**src/rtl/mem_access_arbiter.sv**
```systemverilog
// Two-requester arbiter that serialises every access to the 8x8 memory array.
// Define MEM_ARB_ROUND_ROBIN_EN for round-robin ties; otherwise A wins ties.
module mem_access_arbiter #(
  parameter int ADDR_W = 3,
  parameter int DATA_W = 8
) (
  input  logic              clk,
  input  logic              rst,
  input  logic              a_req,
  input  logic              a_op,
  input  logic [ADDR_W-1:0] a_adr,
  input  logic [DATA_W-1:0] a_wdata,
  output logic              a_ready,
  input  logic              b_req,
  input  logic              b_op,
  input  logic [ADDR_W-1:0] b_adr,
  input  logic [DATA_W-1:0] b_wdata,
  output logic              b_ready,
  output logic              rsp_valid_a,
  output logic              rsp_valid_b,
  output logic [DATA_W-1:0] rsp_data,
  output logic [ADDR_W-1:0] mem_adr,
  output logic              mem_op,
  output logic              mem_select,
  output logic [DATA_W-1:0] mem_wdata,
  input  logic [DATA_W-1:0] mem_rdata,
  output logic              busy
);

  typedef enum logic [1:0] {S_IDLE, S_ACCESS, S_RESP} state_t;

  state_t             r_state;
  logic               r_owner;
  logic               r_rsp_valid_a;
  logic               r_rsp_valid_b;
  logic [DATA_W-1:0]  r_rsp_data;
  logic [ADDR_W-1:0]  r_mem_adr;
  logic               r_mem_op;
  logic               r_mem_select;
  logic [DATA_W-1:0]  r_mem_wdata;

  logic w_idle;
  logic w_grant_a;
  logic w_grant_b;

  // Accepts are suppressed during reset so a requester never sees a lost grant.
  assign w_idle = (r_state == S_IDLE) && !rst;

`ifdef MEM_ARB_ROUND_ROBIN_EN
  logic r_rr_b;

  always_ff @(posedge clk) begin
    if (rst) begin
      r_rr_b <= 1'b0;
    end else if (w_grant_a || w_grant_b) begin
      r_rr_b <= w_grant_a;
    end
  end

  assign w_grant_b = w_idle && b_req && (!a_req || r_rr_b);
`else
  assign w_grant_b = w_idle && b_req && !a_req;
`endif

  assign w_grant_a = w_idle && a_req && !w_grant_b;

  always_ff @(posedge clk) begin
    if (rst) begin
      r_state       <= S_IDLE;
      r_owner       <= 1'b0;
      r_rsp_valid_a <= 1'b0;
      r_rsp_valid_b <= 1'b0;
      r_rsp_data    <= '0;
      r_mem_adr     <= '0;
      r_mem_op      <= 1'b0;
      r_mem_select  <= 1'b0;
      r_mem_wdata   <= '0;
    end else begin
      r_rsp_valid_a <= 1'b0;
      r_rsp_valid_b <= 1'b0;
      r_mem_select  <= 1'b0;
      unique case (r_state)
        S_IDLE: begin
          if (w_grant_a || w_grant_b) begin
            r_owner      <= w_grant_b;
            r_mem_op     <= w_grant_b ? b_op    : a_op;
            r_mem_adr    <= w_grant_b ? b_adr   : a_adr;
            r_mem_wdata  <= w_grant_b ? b_wdata : a_wdata;
            r_mem_select <= 1'b1;
            r_state      <= S_ACCESS;
          end
        end
        S_ACCESS: begin
          if (r_mem_op) begin
            r_state <= S_IDLE;
          end else begin
            r_rsp_data    <= mem_rdata;
            r_rsp_valid_a <= !r_owner;
            r_rsp_valid_b <= r_owner;
            r_state       <= S_RESP;
          end
        end
        S_RESP: begin
          r_state <= S_IDLE;
        end
        default: begin
          r_state <= S_IDLE;
        end
      endcase
    end
  end

  assign a_ready     = w_grant_a;
  assign b_ready     = w_grant_b;
  assign rsp_valid_a = r_rsp_valid_a;
  assign rsp_valid_b = r_rsp_valid_b;
  assign rsp_data    = r_rsp_data;
  assign mem_adr     = r_mem_adr;
  assign mem_op      = r_mem_op;
  assign mem_select  = r_mem_select;
  assign mem_wdata   = r_mem_wdata;
  assign busy        = (r_state != S_IDLE);

endmodule

```
**config.mk**
```make
export PLATFORM = sky130hd
export DESIGN_NAME = mem_access_arbiter
export DESIGN_NICKNAME = d
export VERILOG_FILES = /design/src/rtl/mem_access_arbiter.sv
export SDC_FILE = /design/constraint.sdc
export NUM_CORES = 1
export LEC_CHECK = 0
export ABC_CLOCK_PERIOD_IN_PS = 3300
export BUFFER_PORTS_ARGS = -buffer_cell sky130_fd_sc_hd__buf_2
export CELL_PAD_IN_SITES_DETAIL_PLACEMENT = 1
export CELL_PAD_IN_SITES_GLOBAL_PLACEMENT = 2
export CORE_MARGIN = 2
export CORE_UTILIZATION = 27
export CTS_BUF_LIST = sky130_fd_sc_hd__clkbuf_4 sky130_fd_sc_hd__clkbuf_8
export CTS_CLUSTER_SIZE = 14
export DETAILED_ROUTE_END_ITERATION = 8
export PLACE_DENSITY = 0.86
export SLEW_MARGIN = 25
export SYNTH_ARGS = -nofsm -noshare
export SYNTH_HDL_FRONTEND = slang
export SYNTH_SLANG_ARGS = --single-unit
export TNS_END_PERCENT = 1
```
**constraint.sdc**
```tcl
create_clock -name clk -period 3.3 [get_ports clk]
set_input_delay 0.165 -clock clk [delete_from_list [all_inputs] [get_ports clk]]
set_output_delay 0.165 -clock clk [all_outputs]
set_load 0.01 [all_outputs]
```
Word-level counts from Yosys, hierarchy flattened. Index checks and enable logic that the tools add are counted.

Flip-flop bits (word level): 26. Bits of input ports: 36. Output and inout bits: 26. Word-level logic and storage cells: 37.

Equal/unequal tests: 2. Multiplexer cells: 7. Bitwise logic cells: 3. Reduce and logical (&&, ||, !) cells: 16.

Operators with widths (number): 2-to-1 mux 8 bit (1); logical AND 1 bit (5); logical NOT 1 bit (4); 2-to-1 mux 2 bit (2); case mux 2 bit (2 select lines) (1); AND reduction 2 bit (2); 2-to-1 mux 3 bit (1); NOT 1 bit (3); OR reduction 3 bit (1); == test 2 x 1 -> 1 bit, second input constant (1); logical NOT 2 bit (1); 2-to-1 mux 1 bit (2); != test 2 x 1 -> 1 bit, second input constant (1); nonzero test 2 bit (1); OR reduction 2 bit (1); logical OR 1 bit (1).

Depth between registers and ports, before layout.
Word-level depth: 9. Depth in mapped cells: 4. Depth with buffers taken out: 3.

Worst setup path before layout. No wires, ideal clock.

Kind: register to output. Start point: reg r_state[0]. End point: out b_ready. Arrival time: 0.932 ns. Required time: 3.135 ns. Setup slack: 2.203 ns. Stages on the path, launching flop included: 4. Buffers on the path: 0. Cell sequence: dfxtp_1 > nor2_2 > inv_1 > nor3_1.

Longest elaborated chain between the ends: 4.

Ends and longest elaborated chain: from (decl) (RTL line 32) `state_t r_state;`; from (signal assigned) (RTL line 69) `r_state <= S_IDLE;`; from (signal assigned) (RTL line 90) `r_state <= S_ACCESS;`; from (signal assigned) (RTL line 95) `r_state <= S_IDLE;`; logical NOT 2 bit (RTL line 47) `assign w_idle = (r_state == S_IDLE) && !rst;`; logical AND 1 bit (RTL line 47); logical AND 1 bit (2 in series) (RTL line 62) `assign w_grant_b = w_idle && b_req && !a_req;`; to (decl) (RTL line 18) `output logic b_ready,`.

Every way passes these cells.

Worst setup path after layout.
Start point: reg r_state[0]. End point: reg r_rsp_data[4] (netlist: rsp_data[4]).

Longest elaborated chain between the ends: 2.

Ends and longest elaborated chain: == test 2 x 1 -> 1 bit (RTL line 82) `unique case (r_state)`; AND reduction 2 bit (no line); to (signal assigned) (RTL line 97) `r_rsp_data <= mem_rdata;`; to (decl) (RTL line 36) `logic [DATA_W-1:0] r_rsp_data;`.

Every way passes these cells. A chain may end at the register's enable or synchronous reset.

==> impl_metrics.toml <==
[cells_and_area]
layout_common_cells = "buf_2, dfxtp_1, inv_1"
drive_above_1_share = 0.497
area_delta_synth_final_pct = 34.2
layout.nets = 198
mostFrequentLayoutCell = "buf_2"
antenna_cells = 0
layout.cells.non_filler = 211

[yosys]
postSynthAreaPerCell_um2 = 10.6
mappedNetlistNets = 140
synth_area_um2 = 1100
post_synth_num_cell_types = 22
syn_inst = 104
synth_area_leaders = "dfxtp_1, a221oi_2, mux2i_1, o22ai_1, inv_1"
synthDominantAreaCellType = "dfxtp_1"
synth_warnings = 0
synth_largest_type_area_fraction = 0.472
synth_sequential_area_ratio = 0.472
synth_seq_cells = 26

[drt]
drt_iter0_drc = 15
num_vias = 1006
totalWireLength_um = 3110
residual_antenna_violating_net_count_after_detailed_routing = 0
dr_vias_cell = 4.77
route.detailed.drc = 0
routedWlPerCell_um = 14.8
routed.top_layer = "met4"
drt_pass1_iterations = 3
wl_met2_um = 1760
route.met3.wl_um = 108
drt-met1-wl_um = 1200

[place]
post-dp-hpwl_um = 2350
minimum_setup_slack_after_placement_ns = 1.68
gp_congestion = 0.668
numPortBuffers = 61
dpl.cell_count = 207

[timing]
post-route-min-period_ns = 1.61
rsz0062_at_grt = "no"
final.period_utilization = 0.487
final.setup.tns_ns = 0
max_freq_mhz = 622
slew-limit-headroom = 0.477
setup-violations-final = 0
final.setup.worst_slack_ns = 1.69
hold_vio_cnt_final = 0
drv_slew = 0
skew_ns = 0.00321
worst-slew-pin-transition_ns = 0.781

[clock_network]
clock_tree_buffer_depth = 2
tritoncts_clock_tree = "yes"
clock-sinks = 26
cts-resized-gates = 0
clock_tree.htree_level_count = 1
post_cts_setup_driven_buffer_insertion_count = 0
clk_root_buffer_cell = "clkbuf_8"
path_clk_slew_ns = 0.09
clock_buffer_count_from_cts = 3
latest_clock_arrival_within_the_worst_skew_pair_ns = 0.27
post_cts_hold_buffer_count = 0

[power]
p_per_area_nw_per_um2 = 529
power.static_leakage_nw = 0.691
vdd_drop_max_mv = 0.167

[floorplan]
floorplan.initialDensity = 0.278
coreArea_um2 = 3970
die-height_um = 67.9
io-pin-count = 62
die-width_um = 67.9
die_area_um2 = 4610
placementRows = 23

[critical_path]
timing.critical_path.arrival_ns = 1.75
path_max_fanout = 8
reg2reg_slack_ns = 1.69
start_kind = "flip-flop"
data_required_critical_path_ns = 3.44
critPathKind = "reg2reg"
setup.worst_path.end_class = "flip-flop"

[global_route]
number_of_global_route_vias_before_repair = 1080
grtUsageTotal = 0.145
grt-ovfl-total = 0
antenna_found_initial = 0
wire_length_of_the_first_global_routing_pass_um = 4940
grt_max_degree = 28

[status]
outcome = "complete, no violations"

[min_path]
min_path_type = "in2reg"

[flow_run]
total_of_max_cap_violations = 0
-- layout make-up --
| class | count | area (um^2) |
|---|---|---|
| Fill cell | 480 | 2490 |
| Inverter | 14 | 52.6 |
| Clock inverter | 1 | 30.0 |
| Clock buffer | 3 | 41.3 |
| Timing Repair Buffer | 61 | 305 |
| Tap cell | 50 | 62.6 |
| Multi-Input combinational cell | 56 | 467 |
| Sequential cell | 26 | 520 |
-- cell usage after synthesis, drive strengths merged --
| library cell | count |
|---|---|
| dfxtp | 26 |
| inv | 14 |
| a221oi | 12 |
| o22ai | 12 |
| nor2 | 11 |
| mux2i | 8 |
| buf | 7 |
| nor3 | 4 |
| nor3b | 2 |
| o21a | 2 |
| a211oi | 1 |
| a21oi | 1 |
| clkbuf | 1 |
| nand2 | 1 |
| nand2b | 1 |
| o21ai | 1 |
-- kinds of logic (layout without fill, tap and decap cells) --
kind of cell / Yosys count / count (layout) / synth area share
multiplexers: 8 / 8 / 0.0726
AND/OR/NAND/NOR: 19 / 19 / 0.0976
AO/OA/AOI/OAI: 29 / 29 / 0.253
flip-flops: 26 / 26 / 0.472
buffers and inverters: 22 / 79 / 0.104
-- final timing paths --
kind	cells past startpoint	startpoint	to
min reg2reg	1	r_owner$_SDFFE_PP0P_	rsp_valid_a$_SDFF_PP0_
min	3	mem_rdata[2]	rsp_data[2]$_SDFFE_PP0P_
max	3	r_state[0]$_SDFFE_PP0P_	rsp_data[4]$_SDFFE_PP0P_
max reg2reg	3	r_state[0]$_SDFFE_PP0P_	rsp_data[4]$_SDFFE_PP0P_
-- routing by layer --
metal / track usage / up-vias
li1: - / 489
met5: 0 / -
met3: 0.0263 / 4
met4: 0.0850 / 0
met2: 0.268 / 17
met1: 0.153 / 496
-- critical path, stage by stage, from the launching register on --
cell	delay, ns
dfxtp_1	0.45
nor3b_2	0.69
mux2i_1	0.28
nor2_1	0.06
-- per-stage QoR --
stage                     cell area (um^2)   util  power (mW)  hold WS [ns]
after detailed placement              1410  0.354       0.531         0.419
final                                 1480  0.372       0.783         0.135
after floorplan                       1100      -       0.471         0.262
after CTS                             1480  0.372       0.796         0.132
after global placement                1410  0.354       0.524         0.405
after global routing                  1480  0.372       0.824         0.161
-- registers in the layout (all words and copies together), names as in the netlist --
| name | cells |
|---|---|
| r_owner | 1 |
| mem_select | 1 |
| rsp_valid_a | 1 |
| mem_adr | 3 |
| rsp_data | 8 |
| mem_wdata | 8 |
| mem_op | 1 |
| rsp_valid_b | 1 |
| r_state | 2 |
-- power by group --
part | internal [mW] | switching [mW]
Clock | 0.162 | 0.0990
Combinational | 0.0723 | 0.0900
Sequential | 0.342 | 0.0172
Total | 0.576 | 0.206
(Power assumes the default switching activity.)
